===== config.mk =====
export PLATFORM = sky130hd
export DESIGN_NAME = multi_divi_index_gen_axis
export DESIGN_NICKNAME = d
export VERILOG_FILES = /design/src/rtl/mdig_pkg.sv /design/src/rtl/mdig_skip_counter.sv /design/src/rtl/multi_divi_index_gen_axis.sv
export SDC_FILE = /design/constraint.sdc
export NUM_CORES = 1
export LEC_CHECK = 0
export ABC_AREA = 0
export CORE_MARGIN = 2
export CORE_UTILIZATION = 40
export DETAILED_ROUTE_END_ITERATION = 10
export GPL_TIMING_DRIVEN = 1
export SYNTH_ARGS = -nofsm -noshare
export SYNTH_HDL_FRONTEND = slang
export SYNTH_SLANG_ARGS = --single-unit

===== constraint.sdc =====
create_clock -name clk -period 3.4 [get_ports clk]
set_input_delay 0.85 -clock clk [delete_from_list [all_inputs] [get_ports clk]]
set_output_delay 0.85 -clock clk [all_outputs]
set_load 0.01 [all_outputs]

===== src/rtl/mdig_pkg.sv =====
// Shared types, mode constants and width helpers for the
// multiply/divide index generator.
package mdig_pkg;

    typedef enum logic [1:0] {
        IDLE = 2'd0,
        RUN  = 2'd1,
        DONE = 2'd2
    } state_t;

    localparam logic MODE_SINGLE = 1'b0;
    localparam logic MODE_DOUBLE = 1'b1;

    function automatic int col_w(input int j, input int a);
        return $clog2(j * a);
    endfunction

    function automatic int row_w(input int j, input int a);
        return $clog2(j * j * (a - 1) * (a - 1) + 1);
    endfunction

    // Smallest symbol that differs from the excluded one.
    function automatic int first_sym(input int excl);
        return (excl == 0) ? 1 : 0;
    endfunction

endpackage


===== src/rtl/mdig_skip_counter.sv =====
// Successor logic for a 0..A-1 symbol counter that never lands on
// the excluded value; wrap flags that the sequence is exhausted.
module mdig_skip_counter
    import mdig_pkg::*;
#(
    parameter int A      = 4,
    parameter int AWIDTH = $clog2(A) + 1
) (
    input  logic [AWIDTH-1:0] value,
    input  logic [AWIDTH-1:0] excl,
    output logic [AWIDTH-1:0] first,
    output logic [AWIDTH-1:0] next,
    output logic              wrap
);

    logic [AWIDTH:0] step1;
    logic [AWIDTH:0] step2;
    logic [AWIDTH:0] cand;

    always_comb begin
        first = AWIDTH'(first_sym(int'(excl)));
        step1 = {1'b0, value} + (AWIDTH+1)'(1);
        step2 = {1'b0, value} + (AWIDTH+1)'(2);
        cand  = (step1 == {1'b0, excl}) ? step2 : step1;
        wrap  = (int'(cand) >= A);
        next  = wrap ? first : cand[AWIDTH-1:0];
    end

endmodule


===== src/rtl/multi_divi_index_gen_axis.sv =====
// Streams single/double flip candidate column descriptors over ready/valid.
// Optional MDIG_ABORT_EN adds an abort_gen input that cancels a run.
module multi_divi_index_gen_axis
    import mdig_pkg::*;
#(
    parameter int J       = 14,
    parameter int A       = 4,
    parameter int AWIDTH  = $clog2(A) + 1,
    parameter int J_WIDTH = $clog2(J) + 1,
    parameter int COL_W   = col_w(J, A),
    parameter int ROW_W   = row_w(J, A)
) (
    input  logic                  clk,
    input  logic                  rst,
    input  logic [J*AWIDTH-1:0]   x_initial,
    input  logic                  x_initial_tvalid,
    input  logic                  start_gen,
    input  logic [J_WIDTH-1:0]    J_index,
    input  logic                  mode,
`ifdef MDIG_ABORT_EN
    input  logic                  abort_gen,
`endif
    output logic [COL_W-1:0]      mult_col_idx1,
    output logic [COL_W-1:0]      mult_col_idx2,
    output logic [COL_W-1:0]      divi_col_idx1,
    output logic [COL_W-1:0]      divi_col_idx2,
    output logic [ROW_W-1:0]      row_idx,
    output logic                  idx2_valid,
    output logic                  index_out_tvalid,
    input  logic                  index_out_tready,
    output logic                  index_out_tlast,
    output logic                  busy,
    output logic                  done
);

    localparam int PW = (J > 1) ? $clog2(J) : 1;
    localparam int I1 = (J > 1) ? 1 : 0;

    state_t             state;
    logic [AWIDTH-1:0]  x_q     [J];
    logic [AWIDTH-1:0]  x_clamp [J];
    logic [J_WIDTH-1:0] n;
    logic [J_WIDTH-1:0] n_in;
    logic [J_WIDTH-1:0] n_m1;
    logic [J_WIDTH-1:0] n_m2;
    logic               mode_r;
    logic               tvalid;
    logic               empty;
    logic [ROW_W-1:0]   row;
    logic [PW-1:0]      p;
    logic [PW-1:0]      q;
    logic [PW-1:0]      p_inc;
    logic [PW-1:0]      p_inc2;
    logic [PW-1:0]      q_inc;
    logic [AWIDTH-1:0]  a;
    logic [AWIDTH-1:0]  b;
    logic [AWIDTH-1:0]  a_d;
    logic [AWIDTH-1:0]  b_d;
    logic [AWIDTH-1:0]  a_excl;
    logic [AWIDTH-1:0]  b_excl;
    logic [AWIDTH-1:0]  a_first;
    logic [AWIDTH-1:0]  b_first;
    logic [AWIDTH-1:0]  a_next;
    logic [AWIDTH-1:0]  b_next;
    logic               a_wrap;
    logic               b_wrap;
    logic [AWIDTH-1:0]  x_p1;
    logic [AWIDTH-1:0]  x_q1;
    logic [AWIDTH-1:0]  x_p2;
    logic               is_last;
    logic               start_ok;
    logic               adv;

    mdig_skip_counter #(.A(A), .AWIDTH(AWIDTH)) u_a (
        .value (a),
        .excl  (a_excl),
        .first (a_first),
        .next  (a_next),
        .wrap  (a_wrap)
    );

    mdig_skip_counter #(.A(A), .AWIDTH(AWIDTH)) u_b (
        .value (b),
        .excl  (b_excl),
        .first (b_first),
        .next  (b_next),
        .wrap  (b_wrap)
    );

    always_comb begin
        for (int i = 0; i < J; i++) begin
            x_clamp[i] = (int'(x_initial[i*AWIDTH +: AWIDTH]) >= A) ?
                         AWIDTH'(A - 1) : x_initial[i*AWIDTH +: AWIDTH];
        end
    end

    always_comb begin
        n_in   = (int'(J_index) > J) ? J_WIDTH'(J) : J_index;
        empty  = (n_in == '0) ||
                 ((mode == MODE_DOUBLE) && (n_in < J_WIDTH'(2)));
        n_m1   = n - J_WIDTH'(1);
        n_m2   = n - J_WIDTH'(2);
        p_inc  = p + PW'(1);
        p_inc2 = p + PW'(2);
        q_inc  = q + PW'(1);
        x_p1   = (int'(p) + 1 < J) ? x_q[p_inc]  : '0;
        x_q1   = (int'(q) + 1 < J) ? x_q[q_inc]  : '0;
        x_p2   = (int'(p) + 2 < J) ? x_q[p_inc2] : '0;
        // At start the counters must see the vector being loaded this cycle.
        if (state == IDLE) begin
            a_excl = x_initial_tvalid ? x_clamp[0]  : x_q[0];
            b_excl = x_initial_tvalid ? x_clamp[I1] : x_q[I1];
        end else begin
            a_excl = x_q[p];
            b_excl = x_q[q];
        end
        if (mode_r == MODE_SINGLE) begin
            is_last = tvalid && (J_WIDTH'(p) == n_m1) && a_wrap;
        end else begin
            is_last = tvalid && (J_WIDTH'(q) == n_m1) &&
                      (J_WIDTH'(p) == n_m2) && a_wrap && b_wrap;
        end
    end

    assign start_ok = (state == IDLE) && start_gen;

`ifdef MDIG_ABORT_EN
    assign adv = (state == RUN) && tvalid && index_out_tready &&
                 !is_last && !abort_gen;
`else
    assign adv = (state == RUN) && tvalid && index_out_tready && !is_last;
`endif

    always_comb begin
        a_d = a;
        b_d = b;
        if (start_ok) begin
            a_d = a_first;
            b_d = (mode == MODE_DOUBLE) ? b_first : '0;
        end else if (adv) begin
            if (mode_r == MODE_SINGLE) begin
                a_d = a_wrap ? AWIDTH'(first_sym(int'(x_p1))) : a_next;
            end else if (!b_wrap) begin
                b_d = b_next;
            end else if (!a_wrap) begin
                a_d = a_next;
                b_d = b_next;
            end else if (J_WIDTH'(q) != n_m1) begin
                a_d = a_next;
                b_d = AWIDTH'(first_sym(int'(x_q1)));
            end else begin
                a_d = AWIDTH'(first_sym(int'(x_p1)));
                b_d = AWIDTH'(first_sym(int'(x_p2)));
            end
        end
    end

    always_ff @(posedge clk or posedge rst) begin
        if (rst) begin
            state  <= IDLE;
            for (int i = 0; i < J; i++) x_q[i] <= '0;
            n      <= '0;
            mode_r <= MODE_SINGLE;
            tvalid <= 1'b0;
            busy   <= 1'b0;
            done   <= 1'b0;
            row    <= '0;
            p      <= '0;
            q      <= '0;
            a      <= '0;
            b      <= '0;
        end else begin
            done <= 1'b0;
            a    <= a_d;
            b    <= b_d;
            unique case (state)
                IDLE: begin
                    if (x_initial_tvalid) begin
                        for (int i = 0; i < J; i++) x_q[i] <= x_clamp[i];
                    end
                    if (start_gen) begin
                        n      <= n_in;
                        mode_r <= mode;
                        p      <= '0;
                        q      <= (mode == MODE_DOUBLE) ? PW'(1) : '0;
                        row    <= '0;
                        tvalid <= !empty;
                        busy   <= 1'b1;
                        state  <= RUN;
                    end
                end
                RUN: begin
`ifdef MDIG_ABORT_EN
                    if (abort_gen) begin
                        tvalid <= 1'b0;
                        busy   <= 1'b0;
                        state  <= DONE;
                    end else
`endif
                    if (!tvalid) begin
                        busy  <= 1'b0;
                        state <= DONE;
                    end else if (index_out_tready) begin
                        row <= row + ROW_W'(1);
                        if (is_last) begin
                            tvalid <= 1'b0;
                            busy   <= 1'b0;
                            state  <= DONE;
                        end else if (mode_r == MODE_SINGLE) begin
                            if (a_wrap) p <= p_inc;
                        end else if (a_wrap && b_wrap) begin
                            if (J_WIDTH'(q) != n_m1) begin
                                q <= q_inc;
                            end else begin
                                p <= p_inc;
                                q <= p_inc2;
                            end
                        end
                    end
                end
                DONE: begin
                    done  <= 1'b1;
                    state <= IDLE;
                end
                default: state <= IDLE;
            endcase
        end
    end

    always_comb begin
        mult_col_idx1 = COL_W'(int'(p) * A + int'(a));
        divi_col_idx1 = COL_W'(int'(p) * A + int'(x_q[p]));
        mult_col_idx2 = '0;
        divi_col_idx2 = '0;
        if (mode_r == MODE_DOUBLE) begin
            mult_col_idx2 = COL_W'(int'(q) * A + int'(b));
            divi_col_idx2 = COL_W'(int'(q) * A + int'(x_q[q]));
        end
    end

    assign row_idx          = row;
    assign idx2_valid       = mode_r;
    assign index_out_tvalid = tvalid;
    assign index_out_tlast  = is_last;

endmodule


==> results of run 1 <==
==> cell usage in the layout (no fill, tap or decap), types with 11 or more instances in the layout <==
| master | instances |
|---|---|
| nor3_1 | 11 |
| xnor2_1 | 13 |
| mux2i_1 | 16 |
| clkdlybuf4s50_1 | 80 |
| nand2_1 | 35 |
| nor2b_1 | 20 |
| buf_4 | 140 |
| buf_6 | 11 |
| nor2_1 | 105 |
| dfrtp_1 | 74 |
| mux4_2 | 20 |
| or3_1 | 19 |
| o21ai_0 | 15 |
| a21oi_1 | 43 |
| xor2_1 | 18 |
| ha_1 | 16 |
| mux2_4 | 11 |
| and2_1 | 11 |
==> Yosys cell counts (all sizes together) (4+ instances only) <==
master / count / share of area
a31oi: 4 / 0.0053
o21ai: 18 / 0.015
a221oi: 5 / 0.010
o22ai: 6 / 0.0064
inv: 11 / 0.0070
nand3: 13 / 0.011
and2: 13 / 0.014
nand2b: 11 / 0.012
nor2: 108 / 0.069
ha: 20 / 0.042
and3: 9 / 0.0095
a21o: 4 / 0.0051
clkbuf: 24 / 0.015
nand2: 37 / 0.024
mux2i: 20 / 0.034
or3: 20 / 0.022
xor2: 18 / 0.027
buf: 17 / 0.017
xnor2: 14 / 0.021
mux4: 21 / 0.081
nor3: 13 / 0.012
a21oi: 45 / 0.038
mux2: 18 / 0.037
nand4: 5 / 0.0053
nor2b: 21 / 0.022
dfrtp: 78 / 0.33
a2111oi: 4 / 0.0091
o31ai: 4 / 0.0051
==> final cells by class <==
cell class,count,area (µm²),share of cell area
flip-flops and latches,78,1960,0.226
clock buffers,12,256,0.0296
repair buffers,246,2170,0.251
well taps,184,230,0.0265
multi-input cells,512,3950,0.456
clock inverters,4,53.8,0.00620
inverters,13,48.8,0.00563
==> per-stage QoR <==
stage               hold slack, ns   util  setup slack (ns)  total power (µW)  area [µm²]
global placement             0.477  0.552            -0.964              5570        7990
floorplan                    0.452      -            -0.162              3740        5910
CTS                          0.497  0.591            -0.629              6960        8560
finish                       0.490  0.599            -0.615              7070        8670
detailed placement           0.484  0.552             -1.00              5630        7990
global route                 0.542  0.599            -0.671              7520        8670
==> flip-flops by register name (all words and copies together), names as in the netlist <==
signal            count
a                     3
b                     3
row_idx              11
idx2_valid            1
state                 2
n                     5
p                     4
busy                  1
index_out_tvalid      1
q                     4
done                  1
x_q                  42
==> how the worst max path moves through the flow <==
stage                     slack (ns)         endpoint  depth (start not counted)
final                          -0.62  index_out_tlast                          8
after global routing           -0.67  index_out_tlast                          8
after CTS                      -0.63  index_out_tlast                          9
after detailed placement        -1.0  index_out_tlast                          9
after global placement         -0.96  index_out_tlast                         10
after floorplan                -0.16  index_out_tlast                          8
==> power breakdown <==
part           internal, µW  switching [µW]  total (µW)
Sequential             1210             259        1470
Clock                   613             418        1030
Combinational          2350            2220        4570
Total                  4170            2890        7070
==> what timing repair did <==
| item | CTS | global route |
|---|---|---|
| setup buffers | 12 | 5 |
| gates cloned | 0 | 0 |
| pin swaps | 16 | 9 |
| resized for setup | 85 | 20 |
| setup endpoints to repair | 23 | 25 |
==> layer usage <==
metal  vias to the layer above  wire [µm]  track usage
met1                      2836       8490        0.323
met2                       186       9450        0.416
met5                         -          0            0
met3                        37        896       0.0364
li1                       2780          -            -
met4                         0        506       0.0961
==> logic make-up after synthesis <==
logic type               share of synthesized area
AND/OR/NAND/NOR                              0.215
AO/OA/AOI/OAI                                0.172
flip-flops                                   0.331
multiplexers                                 0.152
buffers and inverters                       0.0401
XOR/XNOR                                    0.0475
adder cells (fa/ha/maj)                     0.0424
==> reports/qor.yml, run 1 <==
grt:
  overflow: 0
  grt_max_degree: 71
  grt_pass1_vias: 5924
  grt_pass1_wl_um: 31000
  antenna_found_initial: 0
  gr-usage-all-layers: 0.248
setup_path:
  r2r_cells: 12
  worstPathMaxFanout: 6
  crit_buf_inv: 1
  cp_common_cell: "mux2_4"
  path_delay_family: "multiplexers"
  r2r-end: "a[1]$_DFFE_PP0P_"
  worstSetupEndpointType: "output port"
  worstPathCellList: "mux2_4 -> mux4_2 -> o221a_1 -> or3_4 -> a221oi_4 -> mux2_4 -> nor2_4 -> buf_6"
  critical_path_class: "reg -> out"
  required_ns: 2.55
  crit_slowest_cell: "mux4_2"
  cp-start-kind: "flop"
  crit_path_start: "p[3]$_DFFE_PP0P_"
  rr_startpoint: "p[3]$_DFFE_PP0P_"
  reg2reg_slack_ns: -0.13
  cp_data_arrival_time_ns: 3.17
  slowest_delay_ns: 0.50
logic_synthesis:
  syn-num-nets: 717
  syn_inst: 644
  synth_cell_types: 79
  synthesis.area_um2: 5900
  yosysSeqAreaShare: 0.331
  ys_ff_latch: 78
  synthFlopType: "dfrtp_1"
  ys_warn_count: 0
  synth_edf_count: 0
  async_reset_ff_frac: 1.00
  avgSynthCellArea_um2: 9.16
drt:
  first_pass_iters: 5
  num_vias: 5839
  first_iter_violations: 411
  wirelength_um: 19300
  remaining_drc_errors: 0
  ant_nets: 0
  drt-vias-per-instance: 5.57
  wl_per_cell_um: 18.4
clock_tree:
  clock_sink_count: 78
  cts_tree: "yes"
  clock_latency_ns: 0.34
  cts_buffers: 9
  clockBufferDepth: 2
  htree_levels: 3
  cts_root_buffer: "clkbuf_16"
  cts_hold_buf: 0
  cts.clk_slew.worst_paths_ns: 0.06
layout:
  nets: 933
  area_delta_synth_final_pct: 47.0
  stdcell_count: 1049
  n_antenna_cell: 0
  fillCellCount: 1295
  drive_above_1_share: 0.310
pwr:
  leakagePower_uw: 0.00378
  powerDensity_nw_per_um2: 815
  vdd_drop_max_v: 0.000365
die:
  ios: 93
  core.rowCount: 44
  die_w_um: 125
  die_y_um: 125
  initial_core_util: 0.407
  fp.dieArea_um2: 15700
  core_um2: 14500
sta:
  grt_setup_unrepaired: "true"
  finalCritPeriodShare: 1.18
  final-setup-viol-count: 13
  fin_skew_ns: 0.00471
  fin_setup_tns_ns: -1.67
  slew_headroom: 0.540
  hold_viol: 0
  worst_slack_ns: -0.615
  fin_crit_ns: 4.02
  worstMarginPinSlew_ns: 0.689
  slew_viol_final: 0
  clock.fmax_mhz: 249
hold_path:
  hold_end: "busy$_DFFE_PP0P_"
  hold_class: "reg -> reg"
  hold_depth: 1
  min_from: "busy$_DFFE_PP0P_"
outcome:
  violations: "negative setup slack"
  status: "finished with violations"
place:
  portBuffers: 92
  dp_cells: 1018
  dp_hpwl_um: 14600
  place_congestion: 0.899
flow_run:
  max_cap_violations: 0
Note: power is estimated with default switching activity, not from simulation.
==> inputs of run 2 (changes only) <==
--- a/config.mk
+++ b/config.mk
@@ -6,6 +6,7 @@
 export NUM_CORES = 1
 export LEC_CHECK = 0
 export ABC_AREA = 0
+export ABC_CLOCK_PERIOD_IN_PS = 3400
 export CORE_MARGIN = 2
 export CORE_UTILIZATION = 40
 export DETAILED_ROUTE_END_ITERATION = 10
==> results of run 2 <==
The final DEF is identical to that of run 1; final timing and power are the same.
